### config.mk
export PLATFORM = sky130hd
export DESIGN_NAME = hazard_ctrl_unit
export DESIGN_NICKNAME = d
export VERILOG_FILES = /design/src/rtl/hazard_ctrl_unit.sv
export SDC_FILE = /design/constraint.sdc
export NUM_CORES = 1
export LEC_CHECK = 0
export ABC_CLOCK_PERIOD_IN_PS = 2200
export BUFFER_PORTS_ARGS = -buffer_cell sky130_fd_sc_hd__buf_2
export CAP_MARGIN = 25
export CORE_AREA = 5 5 73 75
export CTS_CLUSTER_SIZE = 24
export DETAILED_ROUTE_END_ITERATION = 10
export DIE_AREA = 0 0 78 80
export PLACE_DENSITY_LB_ADDON = 0.05
export SYNTH_ARGS = -nofsm -noshare
export SYNTH_HDL_FRONTEND = slang
export SYNTH_SLANG_ARGS = --single-unit
### constraint.sdc
create_clock -name clk -period 2.2 [get_ports clk]
set_clock_uncertainty 0.15 [all_clocks]
set_input_delay 0 -clock clk [delete_from_list [all_inputs] [get_ports clk]]
set_output_delay 0 -clock clk [all_outputs]
set_load 0.05 [all_outputs]
### src/rtl/hazard_ctrl_unit.sv
// hazard_ctrl_unit
// Pipeline hazard controller for the 5-stage MIPS core. Sits beside ID and
// drives the PC / IF_ID / ID_EX hold and flush controls.
//   - load-use hazards: LOAD_STALL bubbles per hazard, $zero never hazards,
//     each operand only counts when the ID instruction actually reads it
//   - taken branch (EX) and jump (ID) flushes
//   - whole-pipe freeze while memory is busy
//   - saturating statistics: stall cycles and flush events
//
// Ports
//   clk, reset          clock (rising edge), asynchronous active-low reset
//   ID_rs/ID_rt         source fields of the ID instruction
//   ID_uses_rs/rt       ID instruction reads rs / rt
//   ID_EX_MemRead/rt    EX instruction is a load, and its destination
//   branch_taken        branch resolved taken in EX
//   jump_id             jump decoded in ID
//   mem_busy            memory not ready, freeze the pipe
//   stat_clr            synchronous clear of the statistics counters
//   PCCont/IF_IDCont    hold PC / IF_ID
//   ID_EXCont           flush ID_EX (bubble)
//   IF_IDFlush          flush IF_ID
//   freeze              hold ID_EX, EX_MEM, MEM_WB
//   stall_cycles        cycles with PCCont=1 (saturating)
//   flush_events        cycles with IF_IDFlush=1 (saturating)
//
// state    | meaning
// ---------+------------------------------------------------------------
// IDLE     | no bubbles owed; a load-use hit starts a hazard here
// LU_STALL | remaining bubbles of a multi-cycle hazard, cnt = bubbles left

module hazard_ctrl_unit #(
    parameter int REG_W      = 5,
    parameter int LOAD_STALL = 1,
    parameter int STAT_W     = 16
) (
    input  logic              clk,
    input  logic              reset,
    input  logic [REG_W-1:0]  ID_rs,
    input  logic [REG_W-1:0]  ID_rt,
    input  logic              ID_uses_rs,
    input  logic              ID_uses_rt,
    input  logic              ID_EX_MemRead,
    input  logic [REG_W-1:0]  ID_EX_rt,
    input  logic              branch_taken,
    input  logic              jump_id,
    input  logic              mem_busy,
    input  logic              stat_clr,
    output logic              PCCont,
    output logic              IF_IDCont,
    output logic              ID_EXCont,
    output logic              IF_IDFlush,
    output logic              freeze,
    output logic [STAT_W-1:0] stall_cycles,
    output logic [STAT_W-1:0] flush_events
);

    localparam int CNT_W = $clog2(LOAD_STALL + 1);
    localparam logic [CNT_W-1:0]  CNT_LOAD = CNT_W'(LOAD_STALL - 1);
    localparam logic [CNT_W-1:0]  CNT_ONE  = CNT_W'(1);
    localparam logic [STAT_W-1:0] STAT_ONE = STAT_W'(1);
    localparam logic [STAT_W-1:0] STAT_MAX = '1;

    typedef enum logic {
        IDLE     = 1'b0,
        LU_STALL = 1'b1
    } state_t;

    state_t            state_q, state_d;
    logic [CNT_W-1:0]  cnt_q, cnt_d;
    logic [STAT_W-1:0] stall_cycles_q, stall_cycles_d;
    logic [STAT_W-1:0] flush_events_q, flush_events_d;

    logic lu_hit;
    logic pc_c, if_id_c, id_ex_c, flush_c, freeze_c;

    assign lu_hit = ID_EX_MemRead && (ID_EX_rt != '0) &&
                    ((ID_uses_rs && (ID_EX_rt == ID_rs)) ||
                     (ID_uses_rt && (ID_EX_rt == ID_rt)));

    always_comb begin
        pc_c     = 1'b0;
        if_id_c  = 1'b0;
        id_ex_c  = 1'b0;
        flush_c  = 1'b0;
        freeze_c = 1'b0;
        state_d  = state_q;
        cnt_d    = cnt_q;

        if (mem_busy) begin
            // whole pipe holds; the hazard sequence is paused, not consumed
            freeze_c = 1'b1;
            pc_c     = 1'b1;
            if_id_c  = 1'b1;
        end else if (branch_taken) begin
            // the stalled instruction is on the wrong path, so drop the hazard
            flush_c  = 1'b1;
            id_ex_c  = 1'b1;
            state_d  = IDLE;
            cnt_d    = '0;
        end else if (state_q == LU_STALL) begin
            pc_c    = 1'b1;
            if_id_c = 1'b1;
            id_ex_c = 1'b1;
            if (cnt_q == CNT_ONE) begin
                state_d = IDLE;
                cnt_d   = '0;
            end else begin
                cnt_d = cnt_q - CNT_ONE;
            end
        end else if (lu_hit) begin
            // first bubble is issued from IDLE; only the rest need LU_STALL
            pc_c    = 1'b1;
            if_id_c = 1'b1;
            id_ex_c = 1'b1;
            if (LOAD_STALL > 1) begin
                state_d = LU_STALL;
                cnt_d   = CNT_LOAD;
            end
        end else if (jump_id) begin
            flush_c = 1'b1;
        end
    end

    always_comb begin
        stall_cycles_d = stall_cycles_q;
        flush_events_d = flush_events_q;
        if (stat_clr) begin
            stall_cycles_d = '0;
            flush_events_d = '0;
        end else begin
            if (pc_c && (stall_cycles_q != STAT_MAX)) begin
                stall_cycles_d = stall_cycles_q + STAT_ONE;
            end
            if (flush_c && (flush_events_q != STAT_MAX)) begin
                flush_events_d = flush_events_q + STAT_ONE;
            end
        end
    end

    always_ff @(posedge clk or negedge reset) begin
        if (!reset) begin
            state_q        <= IDLE;
            cnt_q          <= '0;
            stall_cycles_q <= '0;
            flush_events_q <= '0;
        end else begin
            state_q        <= state_d;
            cnt_q          <= cnt_d;
            stall_cycles_q <= stall_cycles_d;
            flush_events_q <= flush_events_d;
        end
    end

    // controls are gated by reset so the pipe sees no hold/flush while in reset
    assign PCCont       = reset & pc_c;
    assign IF_IDCont    = reset & if_id_c;
    assign ID_EXCont    = reset & id_ex_c;
    assign IF_IDFlush   = reset & flush_c;
    assign freeze       = reset & freeze_c;
    assign stall_cycles = stall_cycles_q;
    assign flush_events = flush_events_q;

endmodule
Word-level counts from Yosys, hierarchy flattened
Cells that the tools add are included.

operators by class
  add/sub/neg operators = 3
  equality and inequality tests = 4
  muxes and demuxes = 22
  bitwise logic cells = 5
  reduce and logical (&&, ||, !) cells = 12

operator list
  operator                                                          number
  16-bit two-way mux                                                4
  16-bit by 1-bit adder with 16-bit output (second input constant)  2
  16-bit != test (second input constant)                            2
  1-bit two-way mux                                                 18
  5-bit == test                                                     2
  1-bit logical AND                                                 6
  2-bit nonzero test                                                3
  5-bit nonzero test                                                1
  1-bit AND                                                         4
  2-bit AND reduction                                               1
  1-bit logical OR                                                  1
  1-bit NOT                                                         1
  1-bit subtractor (second input constant)                          1

storage, ports and cells
  register bits = 34
  input port bits = 24
  output and inout port bits = 37

Longest topological paths before layout
Gate-level depths: netlist (run 1).

  depth after elaboration = 11
  depth in mapped cells = 10
  mapped depth without buffers = 8

Least setup slack after synthesis (run 1)
No wires, ideal clock.

  path type = register to register
  start point = register stall_cycles_q[4], in the netlist stall_cycles[4]
  end point = register stall_cycles_q[15], in the netlist stall_cycles[15]
  library setup time = 0.078 ns
  data arrival time = 2.358 ns
  slack = -0.386 ns
  stages on the path, launching flop included = 8
  path through = dfrtp_1 > nand4_2 > nor2_4 > nand4_1 > or2_2 > or3_1 > or3_1 > a21oi_1

on the way
  word-level cells in the longest chain between the ends = 3
  elaborated cells on any way between the ends = 6
  classes of those cells = 1 x add/sub; 1 x eq/ne; 2 x mux; 2 x reduce/logical

RTL lines
  element                                                                            line      text
  from (decl)                                                                        70        logic [STAT_W-1:0] stall_cycles_q, stall_cycles_d;
  from (signal assigned)                                                             149       stall_cycles_q <= stall_cycles_d;
  16-bit by 1-bit adder with 16-bit output / 16-bit != test (equally long branches)  132, 131
  16-bit two-way mux / 1-bit logical AND (equally long branches)                     131       if (pc_c && (stall_cycles_q != STAT_MAX)) begin
  16-bit two-way mux / 2-bit nonzero test (equally long branches)                    -

Several ways; a longest one is shown, not always the timed one. The select of a mux whose other input is x is not followed.
A chain may end at the register's enable or synchronous reset.

Worst setup path in the final report (run 1)
Same ends and word-level chain as after synthesis.

==> metrics.yaml, run 1 <==
status: "finished clean"
worst-setup-path-type: "reg2reg"
rr_startpoint: "stall_cycles[4]"
maxCapViolations: 0
antenna_found_initial: 0
synthesis.instances: 224
final_util_pct: 59.3
io_pins: 61
clock_path_buffers: 2
path_clk_slew_ns: 0.07
die_y_um: 80
fillers: 432
reg2reg_slack_ns: 0.04
finalSetupViolCount: 0
crit_fanout: 5
drv_slew: 0
hold_violations: 0
async_reset_ff_share_pct: 100
rsz0062_at_grt: "yes"
worst_slew_pin_slew_ns: 0.441
drt-met1-wl_um: 2480
vdd_ir_drop_max_mv: 0.281
cts.root.buffer_cell: "clkbuf_8"
start_util_pct: 44.1
dieArea_sq_um: 6240
synth_area_sq_um: 2030
insertedDiodeCount: 0
synth_edf_count: 0
synth-seq-cells: 34
grt_max_degree: 31
vias_per_cell: 5.40
numCtsBuffers: 5
drt_wl_total_um: 5220
num_vias: 1949
max_freq_ghz: 0.462
io_buffers: 60
leakagePower_nw: 1.25
hold_class: "in2async"
gr-total-overflow: 0
clkLatencyLatePin_ns: 0.28
post-route-period-util_pct: 98.4
clock_sinks: 34
synth_top_area_cell: "dfrtp_1"
yosysWarnings: 0
drc_errors: 0
wl_met2_um: 2380
die-width_um: 78
drtPass1Iterations: 4
worst_setup_path_end_kind: "register"
synth_flop_cell: "dfrtp_1"
finalNonFillerCells: 361
yosysMostFrequentCell: "dfrtp_1"
grt_pass1_vias: 1885
p_per_area_nw_per_um2: 492
period_needed_ns: 2.16
num_rows: 25
drive_above_1_share_pct: 39.4
synthDistinctLibCells: 40
final_antenna_net_count: 0
synth.area.top_cells: "dfrtp_1 42%, xnor2_1 5.2%, nor2_1 4.1%"
highest_layer: "met4"
hpwlAfterDp_um: 3660
synthTopCellsByCount: "34 x dfrtp_1, 22 x nor2_1, 16 x a21oi_1, 16 x nand2_1, 12 x xnor2_1"
drtIter0Drc: 87
grt_pass1_wl_um: 8750
synth_top_area_share_pct: 42.0
finalNetCount: 332
hold_ws_ns: 0.0424
area_growth_syn_to_layout_pct: 34.7
timing.setup.tns_ns: 0
slew_headroom_pct: 70.6
core-area_sq_um: 4600
syn-num-nets: 250
routed-wl-met3_um: 318
avgSynthCellArea_sq_um: 9.04
h-tree-depth: 2
p_total_w: 0.00134
worstSetupStartpointType: "register"
track_usage_pct: 17.3
reg2reg_to: "stall_cycles[15]"
worstPathArrival_ns: 2.23
cts_tree: "done"
wl_per_cell_um: 14.5
dp.cells: 338
reg2reg_depth: 7
gp_congestion: 0.755
crit_required_ns: 2.26
ys_seq_area_share_pct: 42.0
==> area by class of cell <==
class	instances	area (sq um)	area share (%)
sequential	34	871	31.9
tap	54	67.6	2.48
clock buffer	8	90.1	3.30
multi-input combinational	172	1150	42.1
timing repair buffer	87	528	19.3
inverter	6	22.5	0.825
==> flip-flops by register name (all words and copies together) (netlist names) <==
name and count:
flush_events 16, stall_cycles 16, cnt_q 1, state_q 1
==> what timing repair did <==
item,4_1_cts,5_1_grt
setup endpoints to repair,0,6
hold endpoints to repair,42,0
hold buffers,5,0
buffers inserted,0,10
resized for setup,0,5
==> metrics by stage <==
step | area [sq um] | worst slack [ns]
final | 2730 | 0.0358
after global routing | 2730 | -0.0674
after detailed placement | 2490 | 0.0442
after floorplan | 2100 | -0.0679
after global placement | 2490 | 0.0662
after CTS | 2640 | 0.0244
==> worst max-delay path, stage by stage (launching register included) <==
cell and delay [ns]:
dfrtp_2 0.42, nand4_4 0.15, nor2_4 0.16, nand4_1 0.15, or2_4 0.28, or3_4 0.36, or3_1 0.30, a21oi_1 0.12
==> placed cells by master, fill, tap and decap left out, types with 2 or more instances in the layout <==
cell and count:
buf_2 60, nor2_1 22, buf_4 21, dfrtp_1 18, nand2_1 16, dfrtp_2 16, a21oi_1 15, xnor2_1 12
nand3_1 10, nand4_1 9, xor2_1 9, o31ai_1 9, or4_1 8, or3_1 8, o21ai_0 7, inv_1 6
clkbuf_8 6, dlygate4sd3_1 5, nor2b_1 4, and3_1 4, and2_1 3, mux2i_1 3, o21a_1 2, and2_4 2
and4_1 2, or4_4 2, nor3_1 2, a211oi_1 2, mux2_2 2, clkbuf_1 2
==> per-layer routing <==
layer | global-route usage (%) | vias to the layer above
met1 | 22.3 | 928
met3 | 4.85 | 5
li1 | - | 969
met4 | 4.73 | 0
met2 | 28.2 | 47
met5 | 0 | -
==> worst max path at each step <==
stage	from	to	slack [ns]	cells after the start
2_1_floorplan	flush_events[8]	flush_events[11]	-0.07	8
3_3_place_gp	stall_cycles[4]	stall_cycles[15]	0.07	7
3_5_place_dp	ID_EX_rt[1]	flush_events[7]	0.04	8
4_1_cts	stall_cycles[4]	stall_cycles[15]	0.02	7
5_1_grt	stall_cycles[4]	stall_cycles[15]	-0.07	7
6_report	stall_cycles[4]	stall_cycles[15]	0.04	7
==> cell families after synthesis <==
kind of cell	share of synthesized area (%)
and+or+nand+nor	27.2
AOI/OAI and AO/OA	13.9
DFF	42.0
xor gates and xnor gates	9.08
buffers and inverters	3.95
muxes	2.59
adders and majority gates	1.24
==> report_power, final <==
group	switching, W	internal (W)
clock	0.000218	0.000255
combinational	0.000143	0.0000803
sequential	0.0000130	0.000635
No activity file was read; power rests on OpenSTA's default activity.
==> run 2: changes to the inputs <==
--- a/config.mk
+++ b/config.mk
@@ -13,6 +13,7 @@
 export DETAILED_ROUTE_END_ITERATION = 10
 export DIE_AREA = 0 0 78 80
 export PLACE_DENSITY_LB_ADDON = 0.05
+export SETUP_SLACK_MARGIN = 0.15
 export SYNTH_ARGS = -nofsm -noshare
 export SYNTH_HDL_FRONTEND = slang
 export SYNTH_SLANG_ARGS = --single-unit
==> metrics.yaml, run 2 (same netlist as run 1, synthesis figures left out) <==
worst_setup_path_end_kind: "register"
maxCapViolations: 0  # unchanged
clkLatencyLatePin_ns: 0.29  # about the same
gp_congestion: 0.819  # +8.5%
area_growth_syn_to_layout_pct: 37.8
wl_per_cell_um: 14.4  # -0.23%
worstSetupStartpointType: "register"
dieArea_sq_um: 6240  # unchanged
layout_commonest_cell: "buf_2"
start_util_pct: 44.1  # unchanged
clock_sinks: 34  # unchanged
p_total_w: 0.00145  # +8.1%
final_util_pct: 60.7  # +1.4 points
rsz0062_at_grt: "yes"
drc_errors: 0  # unchanged
switching_share_pct: 27.2  # -0.57 points
worstPathArrival_ns: 2.16  # -0.07 ns
worst-setup-path-type: "reg2reg"
p_sw_w: 0.000395  # +5.9%
core-area_sq_um: 4600  # unchanged
track_usage_pct: 18.0  # +0.74 points
crit_fanout: 3  # -2
period_needed_ns: 2.09  # -0.0778 ns
finalSetupViolCount: 0  # unchanged
vdd_ir_drop_max_mv: 0.340  # +21%
drtPass1Iterations: 4  # unchanged
die-width_um: 78  # unchanged
timing.setup.tns_ns: 0  # unchanged
leakagePower_nw: 1.29  # +2.7%
gr-total-overflow: 0  # unchanged
hold_ws_ns: 0.131  # +0.0883 ns
clock_path_buffers: 2  # unchanged
hold_class: "in2reg"
drive_above_1_share_pct: 40.6  # +1.2 points
drv_slew: 0  # unchanged
intPower_w: 0.00106  # +8.9%
final_antenna_net_count: 0  # unchanged
clockPowerShare_pct: 39.8  # +4.6 points
hold_violations: 0  # unchanged
num_rows: 25  # unchanged
drtIter0Drc: 44  # -49%
drt_wl_total_um: 5250  # +0.59%
p_per_area_nw_per_um2: 520  # +5.6%
insertedDiodeCount: 0  # unchanged
h-tree-depth: 2  # unchanged
io_buffers: 60  # unchanged
cts_tree: "done"
slew_headroom_pct: 64.7  # -5.8 points
finalNetCount: 335  # +0.90%
status: "finished clean"
post-route-period-util_pct: 94.8  # -3.5 points
grt_pass1_vias: 1923  # +2.0%
io_pins: 61  # unchanged
vias_per_cell: 5.43  # +0.55%
numCtsBuffers: 5  # unchanged
final_cell_mix: "59 x buf_2, 22 x nor2_1, 21 x buf_4, 19 x dfrtp_2"
num_vias: 1976  # +1.4%
antenna_found_initial: 0  # unchanged
path_clk_slew_ns: 0.07  # about the same
max_freq_ghz: 0.479  # +3.7%
cts.root.buffer_cell: "clkbuf_8"
worst_slew_pin_slew_ns: 0.527  # +0.0860 ns
combPwrFrac_pct: 15.7  # -0.9 points
die_y_um: 80  # unchanged
p_seq_share_pct: 44.6  # -3.6 points
crit_required_ns: 2.27  # about the same
grt_max_degree: 31  # unchanged
hpwlAfterDp_um: 3680  # +0.41%
grt_pass1_wl_um: 9140  # +4.4%
## run 2: cell count changes in the layout (fill, tap and decap cells not counted), moves of 2 or more
| cell | change |
|---|---|
| o21ai_0 | -5 |
| dfrtp_2 | +3 |
| dlygate4sd3_1 | +2 |
| o21ai_1 | +5 |
| dfrtp_1 | -3 |
| nand2_1 | -2 |
## run 2: cell type report
type	instances	area [sq um]
clock inverters	1	30.0
flip-flops and latches	34	875
fillers	430	1810
inverters	6	22.5
well taps	54	67.6
repair buffers	90	562
clock buffers	7	76.3
multi-input cells	172	1160
## run 2: worst max-delay path: stages, from the launching register on
cell and delay (ns):
dfrtp_2 0.40, nand4_4 0.13, nor2_4 0.14, nand4_1 0.13, or2_4 0.28, or3_1 0.35
or3_1 0.31, a21oi_1 0.14
## run 2: power groups by stage
stage / Sequential [W] / Clock [W] / Combinational (W)
final: 0.000647 / 0.000577 / 0.000228
after floorplan: 0.000692 / 0 / 0.000105
after detailed placement: 0.000661 / 0 / 0.000211
after global placement: 0.000660 / 0 / 0.000210
after CTS: 0.000647 / 0.000588 / 0.000228
after global routing: 0.000648 / 0.000613 / 0.000250
## run 2: stage by stage
| step | cell area [sq um] | setup slack (ns) | std cells |
|---|---|---|---|
| finish | 2790 | 0.114 | 364 |
| global route | 2790 | 0.0120 | 364 |
| CTS | 2740 | 0.117 | 360 |
| detailed placement | 2500 | 0.0741 | 337 |
| global placement | 2500 | 0.102 | 337 |
| floorplan | 2110 | -0.0679 | 224 |
## run 2: worst paths after layout
check                           startpoint               end  cells after the start  slack (ns)
min in group asynchronous            reset  flush_events[13]                      3        0.17
max reg2reg                stall_cycles[3]  stall_cycles[15]                      7        0.11
min                                jump_id   flush_events[0]                      6        0.13
min reg2reg                flush_events[8]   flush_events[8]                      2        0.41
max                        stall_cycles[3]  stall_cycles[15]                      7        0.11
max in group asynchronous            reset   stall_cycles[7]                      3        0.84
## run 2: repair_timing
action,in CTS,in global routing
hold buffers,7,0
endpoints found under the setup margin,6,24
pin swaps,5,3
buffers inserted,8,4
gates resized for setup,0,7
endpoints found under the hold margin,49,0
## run 2: layer usage
metal | up-vias | GRT usage, % | routed length, um
li1 | 975 | - | -
met1 | 947 | 24.5 | 2450
met2 | 46 | 28.2 | 2420
met3 | 8 | 4.63 | 323
met4 | 0 | 5.07 | 62
met5 | - | 0 | 0
